**src/rtl/fir_coef_ctrl.sv**
```systemverilog
// Kernel preset controller for the 3x3 FIR: streams 9 taps + shift into the shadow bank and swaps on vsync.
// Optional macro FIR_COEF_VS_TIMEOUT_EN: forces the swap after VS_TIMEOUT_CYC cycles in WAIT_VS and sets timeout_o.
module fir_coef_ctrl #(
    parameter int COEF_W         = 8,
    parameter int SHIFT_W        = 4,
    parameter int DEBOUNCE_CYC   = 1000000,
    parameter int VS_TIMEOUT_CYC = 4000000
) (
    input  logic              clk,
    input  logic              rst,
    input  logic [7:0]        sw_i,
    input  logic [3:0]        bt_i,
    input  logic              vs_i,
    output logic              coef_valid_o,
    input  logic              coef_ready_i,
    output logic [3:0]        coef_addr_o,
    output logic [COEF_W-1:0] coef_data_o,
    output logic              coef_swap_o,
    output logic              bypass_o,
    output logic [1:0]        preset_o,
    output logic              busy_o,
    output logic              timeout_o
);

    localparam int DB_W = $clog2(DEBOUNCE_CYC + 1);

    if (DEBOUNCE_CYC < 1 || VS_TIMEOUT_CYC < 1) begin : g_bad_cfg
        $error("fir_coef_ctrl: DEBOUNCE_CYC and VS_TIMEOUT_CYC must be >= 1");
    end

    typedef enum logic [1:0] {
        ST_IDLE    = 2'd0,
        ST_LOAD    = 2'd1,
        ST_WAIT_VS = 2'd2,
        ST_SWAP    = 2'd3
    } state_t;

    state_t            state_q, state_d;
    logic              bt_meta_q, bt_meta_d;
    logic              bt_sync_q, bt_sync_d;
    logic [DB_W-1:0]   db_cnt_q, db_cnt_d;
    logic              db_level_q, db_level_d;
    logic [2:0]        sw_s_q, sw_s_d;
    logic [2:0]        sw_prev_q, sw_prev_d;
    logic              vs_s_q, vs_s_d;
    logic              vs_prev_q, vs_prev_d;
    logic              pending_q, pending_d;
    logic [1:0]        target_q, target_d;
    logic [1:0]        work_preset_q, work_preset_d;
    logic              work_bypass_q, work_bypass_d;
    logic [3:0]        addr_q, addr_d;
    logic [1:0]        preset_q, preset_d;
    logic              bypass_q, bypass_d;

    logic              bt_press;
    logic              sel_chg;
    logic              byp_chg;
    logic              vs_rise;
    logic              load_take;
    logic              to_expire;
    logic              unused_in;

    assign unused_in = ^{sw_i[6:2], bt_i[3:1]};
    assign load_take = (state_q == ST_IDLE) && pending_q;
    assign vs_rise   = vs_s_q && !vs_prev_q;

    // Tap order is row-major; address 9 carries the zero-extended shift.
    function automatic logic [COEF_W-1:0] rom_word(input logic [1:0] p, input logic [3:0] a);
        int                 c;
        logic [SHIFT_W-1:0] sh;
        c  = 0;
        sh = (p == 2'd1) ? SHIFT_W'(4) : '0;
        case (a)
            4'd4: begin
                case (p)
                    2'd0:    c = 1;
                    2'd1:    c = 4;
                    2'd2:    c = 5;
                    default: c = 8;
                endcase
            end
            4'd1, 4'd3, 4'd5, 4'd7: begin
                case (p)
                    2'd0:    c = 0;
                    2'd1:    c = 2;
                    default: c = -1;
                endcase
            end
            4'd0, 4'd2, 4'd6, 4'd8: begin
                case (p)
                    2'd1:    c = 1;
                    2'd3:    c = -1;
                    default: c = 0;
                endcase
            end
            default: c = 0;
        endcase
        if (a == 4'd9) begin
            return COEF_W'(sh);
        end
        return COEF_W'(c);
    endfunction

    // Input conditioning: button sync + debounce, switch and vsync edge detection, request tracking.
    always_comb begin
        bt_meta_d  = bt_i[0];
        bt_sync_d  = bt_meta_q;
        db_cnt_d   = db_cnt_q;
        db_level_d = db_level_q;
        bt_press   = 1'b0;
        if (bt_sync_q == db_level_q) begin
            db_cnt_d = '0;
        end else if (db_cnt_q == DB_W'(DEBOUNCE_CYC - 1)) begin
            db_cnt_d   = '0;
            db_level_d = bt_sync_q;
            bt_press   = bt_sync_q;
        end else begin
            db_cnt_d = db_cnt_q + 1'b1;
        end

        sw_s_d    = {sw_i[7], sw_i[1:0]};
        sw_prev_d = sw_s_q;
        sel_chg   = (sw_s_q[1:0] != sw_prev_q[1:0]);
        byp_chg   = (sw_s_q[2] != sw_prev_q[2]);

        vs_s_d    = vs_i;
        vs_prev_d = vs_s_q;

        target_d = target_q;
        if (bt_press) begin
            target_d = target_q + 2'd1;
        end
        if (sel_chg) begin
            target_d = sw_s_q[1:0];
        end
        pending_d = (pending_q && !load_take) || bt_press || sel_chg || byp_chg;
    end

    // FSM next state and working/committed registers.
    always_comb begin
        state_d       = state_q;
        addr_d        = addr_q;
        work_preset_d = work_preset_q;
        work_bypass_d = work_bypass_q;
        preset_d      = preset_q;
        bypass_d      = bypass_q;
        case (state_q)
            ST_IDLE: begin
                if (pending_q) begin
                    work_preset_d = target_q;
                    work_bypass_d = sw_s_q[2];
                    addr_d        = 4'd0;
                    state_d       = ST_LOAD;
                end
            end
            ST_LOAD: begin
                if (coef_ready_i) begin
                    if (addr_q == 4'd9) begin
                        addr_d  = 4'd0;
                        state_d = ST_WAIT_VS;
                    end else begin
                        addr_d = addr_q + 4'd1;
                    end
                end
            end
            ST_WAIT_VS: begin
                if (vs_rise || to_expire) begin
                    preset_d = work_preset_q;
                    bypass_d = work_bypass_q;
                    state_d  = ST_SWAP;
                end
            end
            default: begin
                state_d = ST_IDLE;
            end
        endcase
    end

    always_comb begin
        coef_valid_o = (state_q == ST_LOAD);
        coef_addr_o  = addr_q;
        coef_data_o  = '0;
        if (state_q == ST_LOAD) begin
            coef_data_o = rom_word(work_preset_q, addr_q);
        end
        coef_swap_o  = (state_q == ST_SWAP);
        busy_o       = (state_q != ST_IDLE);
        preset_o     = preset_q;
        bypass_o     = bypass_q;
    end

    always_ff @(posedge clk) begin
        if (rst) begin
            state_q       <= ST_IDLE;
            bt_meta_q     <= 1'b0;
            bt_sync_q     <= 1'b0;
            db_cnt_q      <= '0;
            db_level_q    <= 1'b0;
            sw_s_q        <= '0;
            sw_prev_q     <= '0;
            vs_s_q        <= 1'b0;
            vs_prev_q     <= 1'b0;
            pending_q     <= 1'b1;
            target_q      <= 2'd0;
            work_preset_q <= 2'd0;
            work_bypass_q <= 1'b0;
            addr_q        <= 4'd0;
            preset_q      <= 2'd0;
            bypass_q      <= 1'b0;
        end else begin
            state_q       <= state_d;
            bt_meta_q     <= bt_meta_d;
            bt_sync_q     <= bt_sync_d;
            db_cnt_q      <= db_cnt_d;
            db_level_q    <= db_level_d;
            sw_s_q        <= sw_s_d;
            sw_prev_q     <= sw_prev_d;
            vs_s_q        <= vs_s_d;
            vs_prev_q     <= vs_prev_d;
            pending_q     <= pending_d;
            target_q      <= target_d;
            work_preset_q <= work_preset_d;
            work_bypass_q <= work_bypass_d;
            addr_q        <= addr_d;
            preset_q      <= preset_d;
            bypass_q      <= bypass_d;
        end
    end

`ifdef FIR_COEF_VS_TIMEOUT_EN
    localparam int TO_W = $clog2(VS_TIMEOUT_CYC + 1);

    logic [TO_W-1:0] to_cnt_q, to_cnt_d;
    logic            timeout_q, timeout_d;

    // Counter restarts on every WAIT_VS entry; expiry without a vsync edge is sticky.
    assign to_expire = (state_q == ST_WAIT_VS) && (to_cnt_q == TO_W'(VS_TIMEOUT_CYC - 1));

    always_comb begin
        to_cnt_d  = '0;
        if (state_q == ST_WAIT_VS) begin
            to_cnt_d = to_cnt_q + 1'b1;
        end
        timeout_d = timeout_q || (to_expire && !vs_rise);
    end

    always_ff @(posedge clk) begin
        if (rst) begin
            to_cnt_q  <= '0;
            timeout_q <= 1'b0;
        end else begin
            to_cnt_q  <= to_cnt_d;
            timeout_q <= timeout_d;
        end
    end

    assign timeout_o = timeout_q;
`else
    assign to_expire = 1'b0;
    assign timeout_o = 1'b0;
`endif

endmodule

```
**config.mk**
```make
export PLATFORM = sky130hd
export DESIGN_NAME = fir_coef_ctrl
export DESIGN_NICKNAME = d
export VERILOG_FILES = /design/src/rtl/fir_coef_ctrl.sv
export SDC_FILE = /design/constraint.sdc
export NUM_CORES = 1
export LEC_CHECK = 0
export ABC_AREA = 1
export CAP_MARGIN = 5
export CORE_MARGIN = 2
export CORE_UTILIZATION = 49
export DETAILED_ROUTE_END_ITERATION = 7
export PLACE_DENSITY = 0.75
export SLEW_MARGIN = 25
export SYNTH_ARGS = -nofsm -noshare
export SYNTH_HDL_FRONTEND = slang
export SYNTH_SLANG_ARGS = --single-unit
```
**constraint.sdc**
```tcl
create_clock -name clk -period 1.4 [get_ports clk]
set_input_delay 0.28 -clock clk [delete_from_list [all_inputs] [get_ports clk]]
set_output_delay 0.28 -clock clk [all_outputs]
set_load 0.005 [all_outputs]
```
==> run metrics <==
sequential area share after synthesis 38.7%; Synth Instances 331; max-slew violations 0; grt ovf 0; clk slew on worst S/H paths 0.09 ns; RSZ-0062 raised after global routing true; family with the most delay on the worst path flip-flops; Post-synth EDFFs 0; Placer Congestion 0.891; first-pass GRT wire length 10,100 um; run status complete, but fails checks; DRT iter0 DRCs 143; cell area after synthesis 2380 um^2; worst path arrival time 1.61 ns; port bufs 25; Pre-antenna DRT Iters 4; fraction of layout cells with a size suffix above 1 45.2%; Yosys cell types 30; post-synth net total 358; Top-Level Pins 35; Peak VDD IR 0.828 mV; Post-Place Setup Slack -0.480 ns; final period utilization 135%; largest net degree at the start of global routing 17; vias 2,581; TritonCTS clock tree built; Root Buffer Master clkbuf_8; CP max-delay cell dfxtp_4; remaining antenna violation count 0; Nets 444; die width 73.7 um; max cap viols 0; Clock Skew 0.00864 ns; Max clock buf depth 2; Synth-to-Final Area Change 54.3%; Post-Route WL 7730 um; final setup fails 30; row count 25; FFs w/ async S/R, synth 0%; Via-to-Cell Ratio 5.47; Initial Utilization 50.7%; total power 5.25 mW; CORE AREA 4690 um^2; hold_buf cts 0; Pleak 1.54 nW; TritonCTS buffer count 5; Fmax 530 MHz; residual DRC count 0; crit-path max FO 4; Worst Setup End Kind output pin; Yosys reg bits 46; Hold Crit Class flop to flop; Syn Area/Cell 7.18 um^2; Clock Sink Count 46; WL/cell 16.4 um; Die H 73.7 um; crit path launch type flop; Diodes inserted 0; Synth Flop Type dfxtp_1; DP Wirelength 3890 um; CP bufs+invs 5; failing checks negative setup slack; final-report hold violation count 0; final worst setup slack -0.488 ns; Critical Path RT 1.12 ns; initial antenna violation count 0; crit path cell chain inv_4 -> ha_4 -> inv_2 -> nand4_1 -> nand2_1 -> inv_2 -> o211ai_1 -> nand2_1 -> inv_1 -> buf_2; number of global-route vias before repair 2,278; Ys Warns 0; All-Layer GR Usage 24.2%; critical path class flop to output pin; die area 5430 um^2; Clock Latency Late Sink 0.31 ns; H-tree depth 2; pwr/cell area 1430 nW/um^2; Crit path largest cell delay 0.41 ns; fin crit period 1.89 ns
## cell type report
type / instances / area (um^2)
fillers: 286 / 1020
flip-flops and latches: 46 / 950
well taps: 54 / 67.6
inverters: 52 / 211
repair buffers: 87 / 762
clock buffers: 6 / 82.6
clock inverters: 2 / 60.1
multi-input cells: 225 / 1530
## Yosys cell counts (2+ instances only)
cell type  instances  area (um^2)
nand2_1           61          229
inv_1             50          188
nand3b_1           3         22.5
nand3_1           21          105
nor3_2             5         50.1
nor2_4             2         22.5
a21oi_1           26          130
nor2_1            46          173
nand2_2            2         12.5
nor3_1             4         20.0
clkbuf_1           2         7.51
ha_1              11          138
nand4_1            6         37.5
inv_2              2         7.51
buf_6              2         22.5
buf_4              4         30.0
dfxtp_1           46          921
xnor2_1            3         26.3
nand3_2            2         20.0
xor2_1             7         61.3
o21ai_0           17         85.1
## final timing paths
| kind | from | endpoint | slack, ns | cells past startpoint |
|---|---|---|---|---|
| worst min register to register | bt_meta_q$_SDFF_PP0_ | bt_sync_q$_SDFF_PP0_ | 0.41 | 2 |
| worst max register to register | state_q[0]$_SDFFE_PP0P_ | coef_addr_o[3]$_SDFFE_PP0P_ | -0.26 | 10 |
| worst min-delay path | bt_meta_q$_SDFF_PP0_ | bt_sync_q$_SDFF_PP0_ | 0.41 | 2 |
| worst max-delay path | work_preset_q[0]$_SDFFE_PP0P_ | coef_data_o[2] | -0.49 | 10 |
## placed cells by master (no fill, tap or decap), drive strengths merged, types with 9 or more instances in the layout
master	netlist	final
o21ai	18	18
nor2	49	49
ha	11	11
a21oi	27	27
nor3	9	9
inv	52	51
buf	6	73
nand2	63	63
nand3	23	23
dfxtp	46	46
## flip-flops by register name (all words and copies together), names as in the netlist
| register | count |
|---|---|
| bt_meta_q | 1 |
| bt_sync_q | 1 |
| bypass_o | 1 |
| coef_addr_o | 4 |
| db_cnt_q | 20 |
| db_level_q | 1 |
| pending_q | 1 |
| preset_o | 2 |
| state_q | 2 |
| sw_prev_d | 3 |
| sw_prev_q | 3 |
| target_q | 2 |
| vs_prev_d | 1 |
| vs_prev_q | 1 |
| work_bypass_q | 1 |
| work_preset_q | 2 |
## what timing repair did
action                     4_1_cts  5_1_grt
resized for setup              123       66
setup endpoints to repair       43       44
hold endpoints to repair         0        0
buffers inserted                10       11
pin swaps                       17       30
gates cloned                     2        0
## tightest hold or removal path, cell delays in order, from the launching register on
cell     delay (ns)
dfxtp_1        0.30
inv_1          0.04
nor2_1         0.03
## where the power goes
group | switching [mW] | leakage [nW] | internal, mW
Clock | 0.462 | 0.0714 | 0.761
Sequential | 0.120 | 0.384 | 1.44
Combinational | 1.23 | 1.09 | 1.23
Total | 1.82 | 1.54 | 3.43
## kinds of logic (layout without fill, tap and decap cells)
group | Yosys count | count (layout) | synth area share, %
other cells | 1 | 1 | 0.158
buf+inv | 60 | 147 | 10.7
compound gates | 48 | 48 | 10.7
flops | 46 | 46 | 38.7
simple gates | 155 | 155 | 30.2
fa+ha+maj | 11 | 11 | 5.79
xor+xnor | 10 | 10 | 3.68
## metrics by stage
stage	instance area (um^2)	TNS, ns	util (%)	instances	hold slack, ns
floorplan	2400	-0.0132	-	331	0.387
global placement	2990	-3.54	63.7	445	0.389
CTS	3430	-3.49	73.2	465	0.410
global route	3670	-6.84	78.2	472	0.441
detailed placement	2990	-4.87	63.7	445	0.398
finish	3670	-5.22	78.2	472	0.408
## per-layer routing
| layer | part of all wire (%) | global-route usage (%) | wire length, um | vias up |
|---|---|---|---|---|
| met5 | 0 | 0 | 0 | - |
| met4 | 5.3 | 11.7 | 412 | 0 |
| met3 | 4.4 | 3.98 | 343 | 31 |
| met2 | 52 | 42.4 | 4000 | 100 |
| met1 | 38 | 28.3 | 2970 | 1230 |
| li1 | - | - | - | 1220 |
Note: power is estimated with default switching activity, not from simulation.
==> RTL edit: new RTL, config.mk and constraints unchanged <==
The option `FIR_COEF_VS_TIMEOUT_EN` is turned on by a define.
--- a/src/rtl/fir_coef_ctrl.sv
+++ b/src/rtl/fir_coef_ctrl.sv
@@ -2,2 +2,4 @@
 // Optional macro FIR_COEF_VS_TIMEOUT_EN: forces the swap after VS_TIMEOUT_CYC cycles in WAIT_VS and sets timeout_o.
+`define FIR_COEF_VS_TIMEOUT_EN
+
 module fir_coef_ctrl #(
Formal check against the unedited RTL: same outputs for any inputs over 10 cycles, from zero or initial values and one cycle with rst high; that may be too few to reach the edited logic, so the function may still have changed.
==> RTL edit against the original RTL <==
- total power grew 27%
- highest routed layer unchanged
- sequential cell count increased by 23
- setup slack lost 0.049 ns
- register-to-register slack lost 0.05 ns
- area after synthesis is 49% higher
- design area up 54%
- the run still ends with setup timing left
- via count rose by 54%
- wire length up 68%
==> RTL edit: results (changes against the original RTL) <==
| Metric | Value |
|---|---|
| Initial DRC Count | `280 (+96%)` |
| Count of input and output buffers | `26 (+4.0%)` |
| Internal power of the cells | `0.004270 W (+25%)` |
| H-Tree Depth | `3 (+1)` |
| Num CTS Buffers | `9 (+4)` |
| Data arrival time at the worst-slack endpoint | `1.66 ns (+0.05 ns)` |
| Total setup violations reported at the end of the flow | `46 (+53%)` |
| TritonRoute pass-1 iters | `6 (+2)` |
| Startpoint of the worst setup timing path | `work_preset_q[1]` |
| Count of cells along the worst register-to-register path | `11 (+1)` |
| Outcome | `finished, violations left` |
| Wire per inst | `18.15 um (+11%)` |
| R2R Setup Slk | `-0.31 ns (-0.05 ns)` |
| GR Util All Layers | `25.03% (+0.87 points)` |
| CTS resizes | `151 (+23%)` |
| Vias in the first global route | `3540 (+55%)` |
| End of the critical path | `coef_data_o[0]` |
| Reg2reg start | `state_q[1]` |
| Final setup slack of the worst path | `-0.5371 ns (-0.04929 ns)` |
| Top area cells in the synthesized netlist | `sky130_fd_sc_hd__dfxtp_1, sky130_fd_sc_hd__nor2_1, sky130_fd_sc_hd__nand2_1` |
| Worst-path maximum fanout | `3 (-1)` |
| Worst slack at placement | `-0.5028 ns (-0.02241 ns)` |
| Setup clock skew after layout | `0.01798 ns (+0.009336 ns)` |
| HPWL after detailed placement | `5765 um (+48%)` |
| Most used standard cell by instance count after synthesis | `sky130_fd_sc_hd__nor2_1` |
| Minimum hold slack | `0.4082 ns (+0.0001810 ns)` |
| Sequential area share after synthesis | `38.97% (+0.23 points)` |
| Synth cell count leaders | `sky130_fd_sc_hd__nor2_1, sky130_fd_sc_hd__nand2_1, sky130_fd_sc_hd__dfxtp_1` |
| Max IR drop VDD | `870.1 uV (+5.0%)` |
| Leakage power | `2.444 nW (+58%)` |
| Yosys cell types | `39 (+30%)` |
| Number of post-CTS setup repair buffers | `21 (+11)` |
| Clock latency at the later pin of the worst-skew pair | `0.36 ns (+0.05 ns)` |
| Post-synthesis net count | `504 (+41%)` |
| Final net count | `641 (+44%)` |
| Violated checks | `setup timing` |
| Min-delay src | `bt_meta_q` |
| Delay-heaviest family, CP | `buffers and inverters` |
| Sum Neg Setup Slack | `-7.603 ns (-2.383 ns)` |
| Fraction of final layout cells sized beyond drive strength 1 | `50.49% (+5.3 points)` |
| Pin count of the biggest net entering global routing | `16 (-1)` |
| Power in combinational cells | `0.00261 W (+6%)` |
RTL edit: final cells by class:
class                   count  area (um2)
flip-flops and latches     69        1449
well taps                  99       123.9
repair buffers            134        1151
fillers                   400        1485
clock inverters             6       66.31
multi-input cells         325        2407
inverters                  74       305.3
clock buffers              10       148.9
RTL edit: through the flow:
step	std cells	total power (W)	utilization, %	area, um2
detailed placement	660	0.003700	62.22	4441
global placement	660	0.003660	62.22	4441
CTS	697	0.005903	71.90	5131
floorplan	476	0.002991	-	3586
global route	717	0.006908	79.19	5652
finish	717	0.006662	79.19	5652
RTL edit: kinds of logic after synthesis:
group	synth area share (%)
DFF	38.97
xor gates and xnor gates	3.706
adders and majority gates	4.236
AOI/OAI and AO/OA	8.754
buffers and inverters	9.354
and+or+nand+nor	34.98
RTL edit: metal layers:
layer	track usage (%)	routed length (um)
met3	6.094	880
met1	26.75	4437
met4	12.48	811
met2	45.79	6883
met5	0	0
